[config.mk]
export PLATFORM = sky130hd
export DESIGN_NAME = queue_access_arbiter
export DESIGN_NICKNAME = d
export VERILOG_FILES = /design/src/rtl/queue_access_arbiter.sv
export SDC_FILE = /design/constraint.sdc
export NUM_CORES = 1
export LEC_CHECK = 0
export ABC_CLOCK_PERIOD_IN_PS = 2300
export CAP_MARGIN = 40
export CORE_AREA = 2 2 137 139
export DETAILED_ROUTE_END_ITERATION = 8
export DIE_AREA = 0 0 139 141
export GPL_ROUTABILITY_DRIVEN = 0
export PLACE_DENSITY = 0.69
export SYNTH_ARGS = -nofsm -noshare
export SYNTH_HDL_FRONTEND = slang
export SYNTH_SLANG_ARGS = --single-unit
[constraint.sdc]
create_clock -name clk -period 2.3 [get_ports clk]
set_input_delay 0.23 -clock clk [delete_from_list [all_inputs] [get_ports clk]]
set_output_delay 0.23 -clock clk [all_outputs]
set_load 0.005 [all_outputs]
[src/rtl/queue_access_arbiter.sv]
// Arbiter sharing one 5-entry signed event queue between two producers and a consumer.
// Optional stall statistics counter enabled by defining QUEUE_ARB_STATS_EN.
module queue_access_arbiter #(
  parameter int DEPTH = 5,
  parameter int DW    = 64,
  parameter int CW    = 3
) (
  input  logic                 clk,
  input  logic                 rst,
  input  logic                 en,
  input  logic [1:0]           prod_valid,
  input  logic [2*DW-1:0]      prod_data,
  output logic [1:0]           prod_ready,
  input  logic                 cons_req,
  output logic                 cons_valid,
  output logic signed [DW-1:0] cons_data,
  input  logic                 flush,
  output logic                 busy,
  output logic [CW-1:0]        count,
  output logic                 err,
  output logic                 q_push,
  output logic                 q_pop,
  output logic signed [DW-1:0] q_data,
  input  logic                 q_push_valid,
  input  logic                 q_pop_valid,
  input  logic signed [DW-1:0] q_out,
  output logic [15:0]          stall_cnt
);

  typedef enum logic {RUN, DRAIN} state_t;

  state_t state, state_next;
  logic   rr_ptr, grant_idx;
  logic   pend_push, pend_pop, pend_run_pop;
  logic   active, not_full, not_empty;

  assign active    = en && !rst;
  assign not_full  = count < CW'(DEPTH);
  assign not_empty = count != '0;
  assign busy      = (state == DRAIN);

  // Grant, pop and drain decisions; flush wins over everything in RUN for that cycle.
  always_comb begin
    state_next = state;
    grant_idx  = 1'b0;
    prod_ready = 2'b00;
    q_push     = 1'b0;
    q_pop      = 1'b0;
    q_data     = '0;
    if (active) begin
      case (state)
        RUN: begin
          if (flush) begin
            state_next = DRAIN;
          end else begin
            if (not_full && (prod_valid != 2'b00)) begin
              if (prod_valid == 2'b11) grant_idx = ~rr_ptr;
              else                     grant_idx = prod_valid[1];
              prod_ready = grant_idx ? 2'b10 : 2'b01;
              q_push     = 1'b1;
              q_data     = prod_data[grant_idx*DW +: DW];
            end
            q_pop = cons_req && not_empty;
          end
        end
        DRAIN: begin
          q_pop = not_empty;
          if (!not_empty && !pend_pop) state_next = RUN;
        end
        default: state_next = RUN;
      endcase
    end
  end

  // Occupancy mirror, response tracking and consumer return path.
  always_ff @(posedge clk or posedge rst) begin
    if (rst) begin
      state        <= RUN;
      count        <= '0;
      rr_ptr       <= 1'b0;
      pend_push    <= 1'b0;
      pend_pop     <= 1'b0;
      pend_run_pop <= 1'b0;
      cons_valid   <= 1'b0;
      cons_data    <= '0;
      err          <= 1'b0;
    end else if (en) begin
      state        <= state_next;
      pend_push    <= q_push;
      pend_pop     <= q_pop;
      pend_run_pop <= q_pop && (state == RUN);
      if (q_push) rr_ptr <= grant_idx;
      case ({q_push, q_pop})
        2'b10:   count <= count + CW'(1);
        2'b01:   count <= count - CW'(1);
        default: count <= count;
      endcase
      if ((pend_push && !q_push_valid) || (pend_pop && !q_pop_valid)) err <= 1'b1;
      cons_valid <= pend_pop && q_pop_valid && pend_run_pop;
      if (pend_pop && q_pop_valid && pend_run_pop) cons_data <= q_out;
    end else begin
      cons_valid <= 1'b0;
    end
  end

`ifdef QUEUE_ARB_STATS_EN
  logic stall;
  assign stall = en && (prod_valid != 2'b00) && ((state == DRAIN) || !not_full);

  // Saturating count of producer cycles lost to a full queue or a drain.
  always_ff @(posedge clk or posedge rst) begin
    if (rst)                             stall_cnt <= '0;
    else if (stall && stall_cnt != 16'hFFFF) stall_cnt <= stall_cnt + 16'd1;
  end
`else
  assign stall_cnt = '0;
`endif

endmodule

==> results.cfg <==
[synthesis]
synth_top_family_by_area = multiplexers
post_synth_fa_ha_maj_area_fraction_pct = 0.810
postSynthAreaPerCell_um2 = 9.57
synth_seq_cells = 74
postSynth.asyncResetShare_pct = 100
synth-simple-area-share_pct = 14.0
synth_compound_gate_area_share_pct = 12.5
yosys-top-cells-area = dfrtp_1, mux2_2, nand2_1
synth_common_cells = nand2_1, dfrtp_1, mux2_2, a21oi_1, a21oi_2
synth_xor_xnor_area_share_pct = 0.654
synth.top_cell.area_share_pct = 46.1
synth_mux_area_share_pct = 17.9
synth_area_um2 = 4020
seq_area_frac_synth_pct = 46.1
synth-warning-count = 0
synth_ff_type = dfrtp_1
synthDominantAreaCellType = dfrtp_1
synth_cell_type_count = 33
synth_instances = 420
yosysMostFrequentCell = nand2_1
synth-edff-count = 0

[sta]
timing_max_transition_violations_final = 0
rsz0062_at_grt = true
period_needed_ns = 2.37
clock-skew-final_ns = 0.00531
clock.fmax_mhz = 423
finalHoldViolations = 0
finalWorstSetupSlack_ns = -0.0653
final-setup-viol-count = 2
layout_worst_path_cycle_share_pct = 103

[outcome]
run_status = finished with violations
failing_checks = setup timing

[finish]
post-route-cell-area_um2 = 8170
nFillCells = 1800
drive_gt1_share_pct = 25.9
antennaDiodeCount = 0
nets = 986
syn_to_final_growth_pct = 103
final-instance-count-excl-fill = 1022

[grt]
met3_grt_util_pct = 6.28
first_global_vias = 4408
antenna_found_initial = 0
wire_length_of_the_first_global_routing_pass_mm = 26.0
maximum_number_of_pins_on_one_net_before_global_route_repair = 66
gr-total-overflow = 0
globalRouteMet1Util_pct = 22.2
grt.met2_usage_pct = 27.2
grt.total_usage_pct = 17.2
grt_most_used_layer = met2

[detailed_routing]
post-route-drc-count = 0
postRouteWirelength_mm = 17.7
first_iter_violations = 98
postRouteAntennaNets = 0
via_per_inst = 4.31
num_vias = 4401
drt-pass1-iter-count = 4
route.detailed.wl_per_inst_um = 17.4

[job]
maxCapViolCount = 0

[clock_network]
tritoncts = done
clk_pin_slew_worst_paths_ns = 0.06
tritoncts_num_sinks = 74
root_buffer = clkbuf_16
tritoncts_buffers = 9
cts_hold_repair.buffers = 0
clk_path_buf_depth = 2
cts.htree.levels = 3
clk-insertion-delay-late_ns = 0.33

[critical_path]
crit_path_max_fanout = 14
critical_path.cell_chain = nor4b_4 -> o211ai_4 -> buf_12 -> a21oi_1 -> clkdlybuf4s50_1
worst_path_largest_cell_delay_ns = 0.56
critPathSlowestCell = clkdlybuf4s50_1
worst-setup-path-type = reg -> out
critical_path_arrival_ns = 2.14
critPathLaunchType = register
worst_path_dominant_cell_family = buffers and inverters
worst-path-buf-inv = 2
critical_path_required_ns = 2.07
endpoint_type_of_the_worst_setup_path = primary output

[die]
rows = 50
fp.dieW_um = 139
core_box_area_um2 = 18300
die_boundary_height_um = 141
initial_core_util_pct = 22.0
dieArea_um2 = 19600
design.portCount = 355

[power]
power_density_nw_per_um2 = 782
max-vdd-ir-drop_mv = 0.549
p_leak_nw = 3.83

[placement]
port_buffers = 338
dp.cells = 991
postPlaceCellArea_um2 = 7840
dp_hpwl_mm = 13.5

[min_path]
worstHoldPathType = in -> async
[worst paths after layout]
check,from,endpoint,slack (ns),cells past startpoint
worst max-delay path,busy,q_data[14],-0.07,5
worst min-delay path,rst,cons_data[62],0.27,4
worst max register to register,busy,count[2],0.08,11
worst min register to register,err,err,0.49,1
max in group asynchronous,rst,cons_data[60],1.76,4
min in group clk,prod_valid[1],rr_ptr,0.44,3
[routing by layer]
layer / up-vias / part of all wire (%) / wire length (µm)
li1: 2085 / - / -
met1: 2056 / 42 / 7540
met2: 240 / 46 / 8170
met3: 20 / 9.8 / 1730
met4: 0 / 1.7 / 310
met5: - / 0 / 0
[worst reg2reg max path, stage by stage (launching register included)]
cell and delay (ns):
dfrtp_1 0.40, nor4b_4 0.35, o211ai_4 0.13, buf_12 0.17
buf_4 0.14, buf_12 0.15, ha_2 0.19, inv_2 0.05
fa_1 0.17, xor2_1 0.15, nor2_1 0.06, xor2_1 0.14
[state kept, by name, summed over array words and instances, names as in the netlist]
| name | flops |
|---|---|
| pend_pop | 1 |
| err | 1 |
| cons_data | 64 |
| pend_push | 1 |
| rr_ptr | 1 |
| pend_run_pop | 1 |
| cons_valid | 1 |
| busy | 1 |
| count | 3 |
[where the power goes]
| group | internal [mW] | switching [mW] | leakage [nW] | total [mW] |
|---|---|---|---|---|
| registers | 1.81 | 0.260 | 0.988 | 2.07 |
| logic | 1.88 | 1.02 | 2.70 | 2.90 |
| clock network | 0.852 | 0.565 | 0.140 | 1.42 |
[timing repair]
| item | in CTS | in global routing |
|---|---|---|
| resized for setup | 66 | 105 |
| gates cloned | 1 | 1 |
| setup buffers | 6 | 7 |
| endpoints found under the setup margin | 66 | 13 |
| pin swaps | 2 | 4 |
[layout make-up]
| class | count | area [µm²] | share of cell area, % |
|---|---|---|---|
| repair buffers | 383 | 3700 | 45.3 |
| multi-input cells | 305 | 1980 | 24.3 |
| flip-flops and latches | 74 | 1850 | 22.7 |
| well taps | 234 | 293 | 3.59 |
| clock buffers | 10 | 229 | 2.80 |
| clock inverters | 6 | 71.3 | 0.873 |
| inverters | 10 | 37.5 | 0.460 |
[through the flow]
| step | TNS [ns] | util [%] | worst slack [ns] | hold WS, ns | total power [mW] |
|---|---|---|---|---|---|
| after detailed placement | -12.90 | 42.9 | -0.300 | 0.492 | 4.90 |
| after CTS | -0.727 | 44.7 | -0.121 | 0.289 | 6.42 |
| after global placement | -11.99 | 42.9 | -0.289 | 0.487 | 4.89 |
| after global routing | -0.259 | 44.7 | -0.132 | 0.300 | 6.78 |
| after floorplan | 0 | - | 0.188 | 0.360 | 3.02 |
| final | -0.104 | 44.7 | -0.0653 | 0.270 | 6.38 |
[kinds of logic (layout without fill, tap and decap cells)]
kind of cell	after synthesis	after routing
and+or+nand+nor	141	141
AOI/OAI and AO/OA	79	79
DFF	74	74
muxes	64	64
buffers and inverters	56	409
xor gates and xnor gates	3	3
adders and majority gates	2	2
other	1	16
[placed cells by master (no fill, tap or decap), types with 2 or more instances in the layout]
| cell type | instances |
|---|---|
| xor2_1 | 2 |
| dfrtp_1 | 74 |
| buf_4 | 34 |
| o21ai_1 | 2 |
| clkbuf_2 | 38 |
| a21oi_1 | 32 |
| clkdlybuf4s50_1 | 268 |
| a21oi_2 | 31 |
| nand2_1 | 130 |
| inv_6 | 3 |
| mux2_2 | 64 |
| inv_1 | 8 |
| dlymetal6s2s_1 | 6 |
| o31ai_1 | 2 |
| conb_1 | 16 |
| buf_12 | 11 |
| dlygate4sd2_1 | 18 |
| inv_2 | 2 |
| clkinvlp_4 | 2 |
| nand2b_1 | 2 |
| nor2_1 | 4 |
| clkdlybuf4s15_1 | 6 |
| o22ai_1 | 3 |
| clkbuf_16 | 10 |
No activity file was read; power rests on OpenSTA's default activity.
